`src/rtl/enigma_step_ctrl.sv`:
```
// Character sequencer driving a 3-rotor chain: odometer stepping, path settle/sample, stream handshake.
// Optional feature macro DOUBLE_STEP_EN: middle rotor self-steps when its shadow position is NOTCH_POS.
module enigma_step_ctrl #(
    parameter int unsigned ALPHA         = 26,
    parameter int unsigned NOTCH_POS     = 16,
    parameter int unsigned SETTLE_CYCLES = 1
) (
    input  logic        clk_i,
    input  logic        reset_i,
    input  logic        cfg_valid_i,
    output logic        cfg_ready_o,
    input  logic [14:0] cfg_pos_i,
    input  logic        in_valid_i,
    output logic        in_ready_o,
    input  logic [4:0]  in_char_i,
    output logic        out_valid_o,
    input  logic        out_ready_i,
    output logic [4:0]  out_char_o,
    output logic        rot_load_o,
    output logic [14:0] rot_init_pos_o,
    output logic [2:0]  rot_en_o,
    input  logic [2:0]  notch_in_i,
    output logic [4:0]  path_char_out_o,
    input  logic [4:0]  path_char_ret_i
);

    localparam logic [4:0] AlphaC     = 5'(ALPHA);
    localparam logic [4:0] AlphaLast  = 5'(ALPHA - 1);
    localparam logic [4:0] NotchC     = 5'(NOTCH_POS);
    localparam logic [2:0] SettleLast = 3'(SETTLE_CYCLES - 1);

    typedef enum logic [2:0] {
        StIdle,
        StLoad,
        StStep0,
        StStep1,
        StStep2,
        StSettle,
        StOut
    } state_e;

    state_e      state_q, state_d;
    logic [4:0]  char_q, char_d;
    logic [4:0]  out_char_q, out_char_d;
    logic [14:0] init_pos_q, init_pos_d;
    logic [4:0]  pos1_q, pos1_d;
    logic [2:0]  settle_cnt_q, settle_cnt_d;

    logic [2:0]  rot_en;
    logic        rot_load;
    logic        out_valid;
    logic        cfg_ready;
    logic        in_ready;
    logic        pos1_at_notch;
    logic        self_step;

    assign pos1_at_notch = (pos1_q == NotchC);

`ifdef DOUBLE_STEP_EN
    assign self_step = pos1_at_notch;
`else
    // Shadow position is still tracked so the feature can be enabled without other changes.
    assign self_step = 1'b0;
    logic unused_pos1_at_notch;
    assign unused_pos1_at_notch = pos1_at_notch;
`endif

    // The last rotor's carry has nowhere to go.
    logic unused_notch2;
    assign unused_notch2 = notch_in_i[2];

    always_comb begin
        state_d      = state_q;
        char_d       = char_q;
        out_char_d   = out_char_q;
        init_pos_d   = init_pos_q;
        pos1_d       = pos1_q;
        settle_cnt_d = settle_cnt_q;
        rot_en       = 3'b000;
        rot_load     = 1'b0;
        out_valid    = 1'b0;
        cfg_ready    = 1'b0;
        in_ready     = 1'b0;

        unique case (state_q)
            StIdle: begin
                cfg_ready = 1'b1;
                in_ready  = ~cfg_valid_i;
                if (cfg_valid_i) begin
                    init_pos_d = cfg_pos_i;
                    pos1_d     = cfg_pos_i[9:5];
                    state_d    = StLoad;
                end else if (in_valid_i) begin
                    if (in_char_i < AlphaC) begin
                        char_d  = in_char_i;
                        state_d = StStep0;
                    end else begin
                        out_char_d = in_char_i;
                        state_d    = StOut;
                    end
                end
            end
            StLoad: begin
                rot_load = 1'b1;
                state_d  = StIdle;
            end
            StStep0: begin
                rot_en  = 3'b001;
                state_d = StStep1;
            end
            StStep1: begin
                rot_en[1] = notch_in_i[0] | self_step;
                state_d   = StStep2;
            end
            StStep2: begin
                rot_en[2]    = notch_in_i[1];
                settle_cnt_d = 3'd0;
                state_d      = StSettle;
            end
            StSettle: begin
                if (settle_cnt_q == SettleLast) begin
                    out_char_d = path_char_ret_i;
                    state_d    = StOut;
                end else begin
                    settle_cnt_d = settle_cnt_q + 3'd1;
                end
            end
            StOut: begin
                out_valid = 1'b1;
                if (out_ready_i) begin
                    state_d = StIdle;
                end
            end
            default: state_d = StIdle;
        endcase

        if (rot_en[1]) begin
            pos1_d = (pos1_q == AlphaLast) ? 5'd0 : pos1_q + 5'd1;
        end
    end

    always_ff @(posedge clk_i or posedge reset_i) begin
        if (reset_i) begin
            state_q      <= StIdle;
            char_q       <= 5'd0;
            out_char_q   <= 5'd0;
            init_pos_q   <= 15'd0;
            pos1_q       <= 5'd0;
            settle_cnt_q <= 3'd0;
        end else begin
            state_q      <= state_d;
            char_q       <= char_d;
            out_char_q   <= out_char_d;
            init_pos_q   <= init_pos_d;
            pos1_q       <= pos1_d;
            settle_cnt_q <= settle_cnt_d;
        end
    end

    assign cfg_ready_o     = cfg_ready;
    assign in_ready_o      = in_ready;
    assign out_valid_o     = out_valid;
    assign out_char_o      = out_char_q;
    assign rot_load_o      = rot_load;
    assign rot_init_pos_o  = init_pos_q;
    assign rot_en_o        = rot_en;
    // char_q only loads for in-alphabet characters, so pass-through never disturbs the path.
    assign path_char_out_o = char_q;

    a_rot_en_onehot: assert property (@(posedge clk_i) disable iff (reset_i) $onehot0(rot_en));
    a_out_hold: assert property (@(posedge clk_i) disable iff (reset_i)
        out_valid && !out_ready_i |=> out_valid && $stable(out_char_q));

endmodule
```
`config.mk`:
```
export PLATFORM = sky130hd
export DESIGN_NAME = enigma_step_ctrl
export DESIGN_NICKNAME = d
export VERILOG_FILES = /design/src/rtl/enigma_step_ctrl.sv
export SDC_FILE = /design/constraint.sdc
export NUM_CORES = 1
export LEC_CHECK = 0
export CAP_MARGIN = 25
export CORE_ASPECT_RATIO = 0.9
export CORE_MARGIN = 2
export CORE_UTILIZATION = 39
export CTS_CLUSTER_SIZE = 10
export DETAILED_ROUTE_END_ITERATION = 8
export PLACE_DENSITY_LB_ADDON = 0.12
export SLEW_MARGIN = 20
export SYNTH_ARGS = -nofsm -noshare
export SYNTH_HDL_FRONTEND = slang
export SYNTH_SLANG_ARGS = --single-unit
```
`constraint.sdc`:
```
create_clock -name clk_i -period 2.6 [get_ports clk_i]
set_input_delay 0.39 -clock clk_i [delete_from_list [all_inputs] [get_ports clk_i]]
set_output_delay 0.39 -clock clk_i [all_outputs]
set_load 0.03 [all_outputs]
```
**Word level (Yosys, flattened, before mapping)**

Cells that the tools add are included.
W data, S select, Z words.

- Bits in registers: 31
- Logic and storage cells: 50

- Add/subtract/negate cells: 1
- Magnitude comparators: 1
- Equal/unequal tests: 13
- Mux-type cells: 20
- Bitwise operators: 1
- Reductions and logical operators: 9

Operators with widths:

| cell | count |
|---|---|
| $mux W5 | 4 |
| $mux W3 | 6 |
| $pmux W3 S6 | 1 |
| $ne A2 B2 Y1 const B | 6 |
| $pmux W5 S2 | 1 |
| $eq A3 B3 Y1 const B | 3 |
| $mux W1 | 7 |
| $eq A3 B2 Y1 const B | 2 |
| $logic_not A3 Y1 | 2 |
| $pmux W3 S2 | 1 |
| $lt A5 B5 Y1 const B | 1 |
| $reduce_and A5 Y1 | 1 |
| $reduce_and A2 Y1 | 2 |
| $reduce_and A4 Y1 | 1 |
| $reduce_bool A2 Y1 | 2 |
| $add A3 B1 Y3 const B | 1 |
| $eq A3 B1 Y1 const B | 1 |
| $ne A3 B3 Y1 const B | 1 |
| $reduce_and A3 Y1 | 1 |
| $not A1 Y1 | 1 |

**Longest topological paths before layout**

Gate-level depths: netlist of run 1.

- Depth after elaboration: 5
- Gate-level depth with buffers: 6

**Least setup slack after synthesis of run 1**

Ideal clock, no wire load.

- Path kind: flip-flop to flip-flop
- Start point: register state_q[2]
- End point: register init_pos_q[0] (netlist: rot_init_pos_o[0])
- Data arrival time: 2.043 ns
- Path slack: 0.432 ns
- Stages on the path, launching flop included: 7
- Path buffers: 3
- Clock period less this slack: 2.168 ns
- Path through: dfrtp_1 -> buf_6 -> nor3_1 -> and2_1 -> buf_2 -> buf_4 -> mux2_2

- Cells in the longest elaborated chain, start to end: 2

Ends and longest elaborated chain:

| item | line | text |
|---|---|---|
| start, declared | 42 | `state_e state_q, state_d;` |
| start signal, assigned | 144 | `state_q <= StIdle;` |
| start signal, assigned | 151 | `state_q <= state_d;` |
| $logic_not A3 Y1 | 85 | `unique case (state_q)` |
| $reduce_and A2 Y1 (no source line) | - |  |
| end signal, assigned | 154 | `init_pos_q <= init_pos_d;` |
| end, declared | 45 | `logic [14:0] init_pos_q, init_pos_d;` |

No other way between the ends.
A chain may end at the register's enable or synchronous reset.

**Final worst setup path of run 1**

- Start point: input port cfg_valid_i
- End point: output port in_ready_o

- Cells in the longest elaborated chain, start to end: 2

Ends and longest elaborated chain:

| item | line | text |
|---|---|---|
| start, declared | 10 | `input logic cfg_valid_i,` |
| $not A1 Y1 (no source line) | - |  |
| $mux W1 | 85 |  |
| end, declared | 14 | `output logic in_ready_o,` |

No other way between the ends.

==> impl_metrics.json, run 1 <==
{
  "fin_crit_ps": 2480,
  "antenna_found_initial": 0,
  "ys_warn_count": 0,
  "core-area_mm2": 0.00368,
  "fin_crit_sh_pct": 95.3,
  "relSlewSlack_pct": 56.5,
  "worstMarginPinSlew_ps": 653,
  "leakagePower_uw": 0.000955,
  "gp_congestion": 0.834,
  "area_growth_pct": 53.1,
  "grt_max_degree": 32,
  "pre_cts_ws_ps": 122,
  "outcome": "complete, no violations",
  "synth_seq_cells": 31,
  "yosysUniqueCellTypes": 34,
  "drive_above_1_share_pct": 19.0,
  "syn_area_mm2": 0.00149,
  "clk_pin_slew_worst_paths_ps": 60,
  "routed_wirelength_mm": 3.31,
  "rows": 21,
  "fmaxAchievable_ghz": 0.404,
  "finalSetupViolations": 0,
  "cp_data_required_time_ps": 2210,
  "cts_tree": "done",
  "clk_path_buf_depth": 2,
  "clockRootBuffer": "clkbuf_8",
  "rsz0062_at_grt": "no",
  "critPathCaptureType": "primary output",
  "ant_nets": 0,
  "drc_errors": 0,
  "num_vias": 1183,
  "synth_area_per_cell_um2": 12.3,
  "ctsHoldBuffers": 0,
  "synth_ff_type": "dfrtp_1",
  "critical_path.max_fanout": 4,
  "setup_slack_ps": 123,
  "die_h_um": 62.6,
  "finalHoldViolCount": 0,
  "antennaDiodeCount": 0,
  "overflow": 0,
  "finalSetupTns_ps": 0,
  "boundaryPins": 65,
  "async_reset_ff_share_pct": 100,
  "vdd_ir_drop_max_uv": 608,
  "initial_core_util_pct": 40.5,
  "start_kind": "input pin",
  "portBuffers": 63,
  "clock_sinks": 31,
  "drt-initial-drc-count": 36,
  "synth_cells": 121,
  "finClkSkew_ps": 2.64,
  "grt_pass1_wl_mm": 5.54,
  "cap_violations": 0,
  "cts_made_buffers": 5,
  "num-fill-cells": 293,
  "fp.dieW_um": 69.2,
  "grt_pass1_vias": 1172,
  "min_path_type": "reg -> reg",
  "p_per_area_mw_per_mm2": 1270,
  "cts_resized": 0,
  "htreeDepth": 2,
  "synth_fp_nets": 156,
  "hpwl_mm": 2.57,
  "wl_per_cell_um": 14.1,
  "cp_data_arrival_time_ps": 2090,
  "dieArea_mm2": 0.00433,
  "clock_latency_ps": 270,
  "synth-edff-count": 0,
  "track_usage_pct": 16.0,
  "dr.pass1.iters": 4,
  "avgViaCountPerCell": 5.03,
  "ys_seq_area_share_pct": 52.1,
  "maxSlewViolCount": 0,
  "fin_nets": 223,
  "cts_setup_buffers": 0,
  "critical_path_class": "in -> out"
}
metal layers:
layer	global-route usage [%]	share of wire, %	wire length (µm)	vias up
met5	0	0	0	-
met4	5.88	0.63	21	0
met3	5.16	7.4	246	2
met2	27.0	51	1680	48
met1	18.9	41	1370	569
li1	-	-	-	564
per-stage QoR:
stage	total power, µW	util (%)	hold slack (ps)	cell area [µm²]	std cells
after floorplan	1830	-	494	1490	121
after global placement	2410	58.8	470	2160	227
after detailed placement	2460	58.8	481	2160	227
after CTS	2950	62.0	499	2280	235
after global routing	3070	62.0	518	2280	235
final	2910	62.0	490	2280	235
layout by cell type, fill, tap and decap left out, types with 2 or more instances in the layout:
| cell type | instances |
|---|---|
| a22o_1 | 5 |
| nand2_1 | 6 |
| nor2b_1 | 3 |
| ha_1 | 2 |
| o22a_1 | 2 |
| clkdlybuf4s50_1 | 63 |
| clkbuf_8 | 6 |
| nor2_1 | 5 |
| buf_4 | 4 |
| nand2b_1 | 4 |
| nor3_1 | 4 |
| dfrtp_1 | 31 |
| inv_1 | 5 |
| mux2_1 | 8 |
| mux2_2 | 21 |
report_power, final:
part / switching [µW] / internal, µW
Sequential: 107 / 706
Clock: 172 / 310
Combinational: 869 / 745
Total: 1150 / 1760
registers in the layout (all words and copies together) (netlist names):
name,cells
rot_init_pos_o,15
path_char_out_o,5
state_q,3
out_char_o,5
settle_cnt_q,3
synthesized netlist by cell type (all sizes together) (2+ instances only):
| cell type | number | area [µm²] |
|---|---|---|
| mux2 | 29 | 327 |
| clkbuf | 2 | 7.51 |
| nor3 | 4 | 20.0 |
| nor2 | 5 | 18.8 |
| nand2b | 4 | 25.0 |
| nor2b | 3 | 18.8 |
| nand2 | 6 | 22.5 |
| o22a | 2 | 17.5 |
| ha | 2 | 25.0 |
| buf | 5 | 36.3 |
| o21ai | 2 | 10.0 |
| a22o | 5 | 43.8 |
| dfrtp | 31 | 776 |
| inv | 6 | 22.5 |
final cells by class:
type | count | area, µm² | area share [%]
sequential | 31 | 776 | 34.0
timing repair buffer | 67 | 661 | 28.9
multi-input combinational | 77 | 648 | 28.4
clock buffer | 6 | 82.6 | 3.62
tap | 46 | 57.6 | 2.52
clock inverter | 2 | 35.0 | 1.54
inverter | 6 | 22.5 | 0.987
logic make-up after synthesis:
family / count (synthesis) / share of synthesized area [%]
buf+inv: 13 / 4.45
simple gates: 28 / 10.2
flops: 31 / 52.1
fa+ha+maj: 2 / 1.68
mux: 29 / 21.9
compound gates: 18 / 9.66
worst paths after layout:
kind / startpoint / to / slack (ps) / depth (start not counted)
max: cfg_valid_i / in_ready_o / 120 / 4
min: path_char_out_o[1] / path_char_out_o[1] / 490 / 1
max reg2reg: state_q[1] / rot_init_pos_o[13] / 680 / 4
min reg2reg: path_char_out_o[1] / path_char_out_o[1] / 490 / 1
max in group asynchronous: reset_i / settle_cnt_q[2] / 1830 / 3
min in group asynchronous: reset_i / rot_init_pos_o[3] / 500 / 3
critical path, cell delays in order:
cell	delay, ps
clkdlybuf4s50_1	460
or4_4	470
inv_2	80
clkdlybuf4s50_1	670
No activity file was read; power rests on OpenSTA's default activity.
==> inputs of run 2 (changes only) <==
Settings changed: ABC_CLOCK_PERIOD_IN_PS from default to 2600, CORE_MARGIN 2 to 3.
==> impl_metrics.json, run 2 (same netlist as run 1, synthesis figures left out) <==
{
  "outcome": "complete, no violations",
  "initial_core_util_pct": 42.2,
  "clk_pin_slew_worst_paths_ps": 60,
  "fp.dieW_um": 71.2,
  "portBuffers": 63,
  "clock_sinks": 31,
  "min_path_type": "reg -> reg",
  "largest_register_ffs": 15,
  "fin_crit_sh_pct": 94.5,
  "area_growth_pct": 51.5,
  "fmaxAchievable_ghz": 0.407,
  "p_per_area_mw_per_mm2": 1250,
  "r2r_start": "state_q[1]",
  "grt_max_degree": 32,
  "cts_setup_buffers": 0,
  "cp_data_arrival_time_ps": 2070,
  "critPathCaptureType": "primary output",
  "num-fill-cells": 280,
  "die_h_um": 64.6,
  "finalSetupTns_ps": 0,
  "boundaryPins": 65,
  "power.share.clock_pct": 13.0,
  "clk_path_buf_depth": 2,
  "finalHoldViolCount": 0,
  "cts_tree": "done",
  "dieArea_mm2": 0.00460,
  "vdd_ir_drop_max_uv": 684,
  "htreeDepth": 2,
  "gp_congestion": 0.765,
  "reg2reg_depth": 4,
  "reg2reg_to": "out_char_o[2]",
  "avgViaCountPerCell": 5.07,
  "final_cell_mix": "63 x clkdlybuf4s50_1, 31 x dfrtp_1, 21 x mux2_2",
  "fin_nets": 224,
  "maxSlewViolCount": 0,
  "cts_resized": 0,
  "wl_per_cell_um": 14.4,
  "routed_wirelength_mm": 3.34,
  "antenna_found_initial": 0,
  "rsz0062_at_grt": "no",
  "grt_pass1_vias": 1236,
  "clock_latency_ps": 270,
  "p_int_uw": 1670,
  "p_sw_share_pct": 40.8,
  "critical_path.max_fanout": 4,
  "hold_end": "path_char_out_o[2]",
  "antennaDiodeCount": 0,
  "start_kind": "input pin",
  "worstMarginPinSlew_ps": 384,
  "rows": 20,
  "cap_violations": 0,
  "power.total_uw": 2810,
  "p_switching_uw": 1150,
  "finClkSkew_ps": 4.91,
  "ant_nets": 0,
  "ctsHoldBuffers": 0,
  "leakagePower_uw": 0.000946,
  "dr.pass1.iters": 4,
  "cp_data_required_time_ps": 2210,
  "setup_slack_ps": 144,
  "finalHoldWorstSlack_ps": 490,
  "drive_above_1_share_pct": 19.0,
  "r2r_slack_ps": 830,
  "p_seq_share_pct": 28.9,
  "pwr-share-comb_pct": 58.1,
  "overflow": 0,
  "drc_errors": 0,
  "num_vias": 1182,
  "worst_hold_path.num_cells": 1,
  "track_usage_pct": 15.8,
  "pre_cts_ws_ps": 160,
  "cts_made_buffers": 5,
  "fin_crit_ps": 2460,
  "final_common_cell": "clkdlybuf4s50_1",
  "relSlewSlack_pct": 74.4,
  "finalSetupViolations": 0,
  "grt_pass1_wl_mm": 5.68,
  "drt-initial-drc-count": 32,
  "critical_path_class": "in -> out",
  "core-area_mm2": 0.00353,
  "hp-start": "path_char_out_o[2]",
  "hpwl_mm": 2.53,
  "clockRootBuffer": "clkbuf_8"
}
-- run 2: through the flow --
| step | util, % | instances | area, µm² |
|---|---|---|---|
| global route | 64.0 | 233 | 2260 |
| finish | 64.0 | 233 | 2260 |
| floorplan | - | 121 | 1490 |
| detailed placement | 61.5 | 226 | 2170 |
| global placement | 61.5 | 226 | 2170 |
| CTS | 64.0 | 233 | 2260 |
-- run 2: routing by layer --
layer	vias up	wire, µm	GRT usage (%)
met1	566	1460	19.9
met2	47	1600	25.6
met4	0	29	6.34
li1	565	-	-
met5	-	0	0
met3	4	258	4.34
-- run 2: worst max-delay path, cell delays in order --
cell	delay, ps
clkdlybuf4s50_1	460
or4_4	460
inv_2	80
clkdlybuf4s50_1	680
-- run 2: cell type report --
type	count	area, µm²	area share, %
Multi-Input combinational cell	77	648	28.7
Clock buffer	6	82.6	3.66
Sequential cell	31	776	34.4
Tap cell	44	55.1	2.44
Inverter	6	22.5	0.998
Timing Repair Buffer	68	668	29.6
Clock inverter	1	5.00	0.222
-- run 2: worst max-delay path by stage --
stage | startpoint | end | slack [ps] | cells past startpoint
after global routing | cfg_valid_i | in_ready_o | 90 | 4
final | cfg_valid_i | in_ready_o | 140 | 4
after floorplan | state_q[2] | rot_init_pos_o[0] | 430 | 6
after global placement | cfg_valid_i | in_ready_o | 160 | 4
after detailed placement | cfg_valid_i | in_ready_o | 160 | 4
after CTS | cfg_valid_i | in_ready_o | 140 | 4
-- run 2: power by group through the flow --
| stage | registers (µW) | logic, µW | clock network [µW] |
|---|---|---|---|
| after floorplan | 1220 | 609 | 0 |
| after global placement | 811 | 1620 | 0 |
| after detailed placement | 824 | 1640 | 0 |
| after CTS | 816 | 1650 | 379 |
| after global routing | 842 | 1730 | 404 |
| final | 812 | 1630 | 366 |
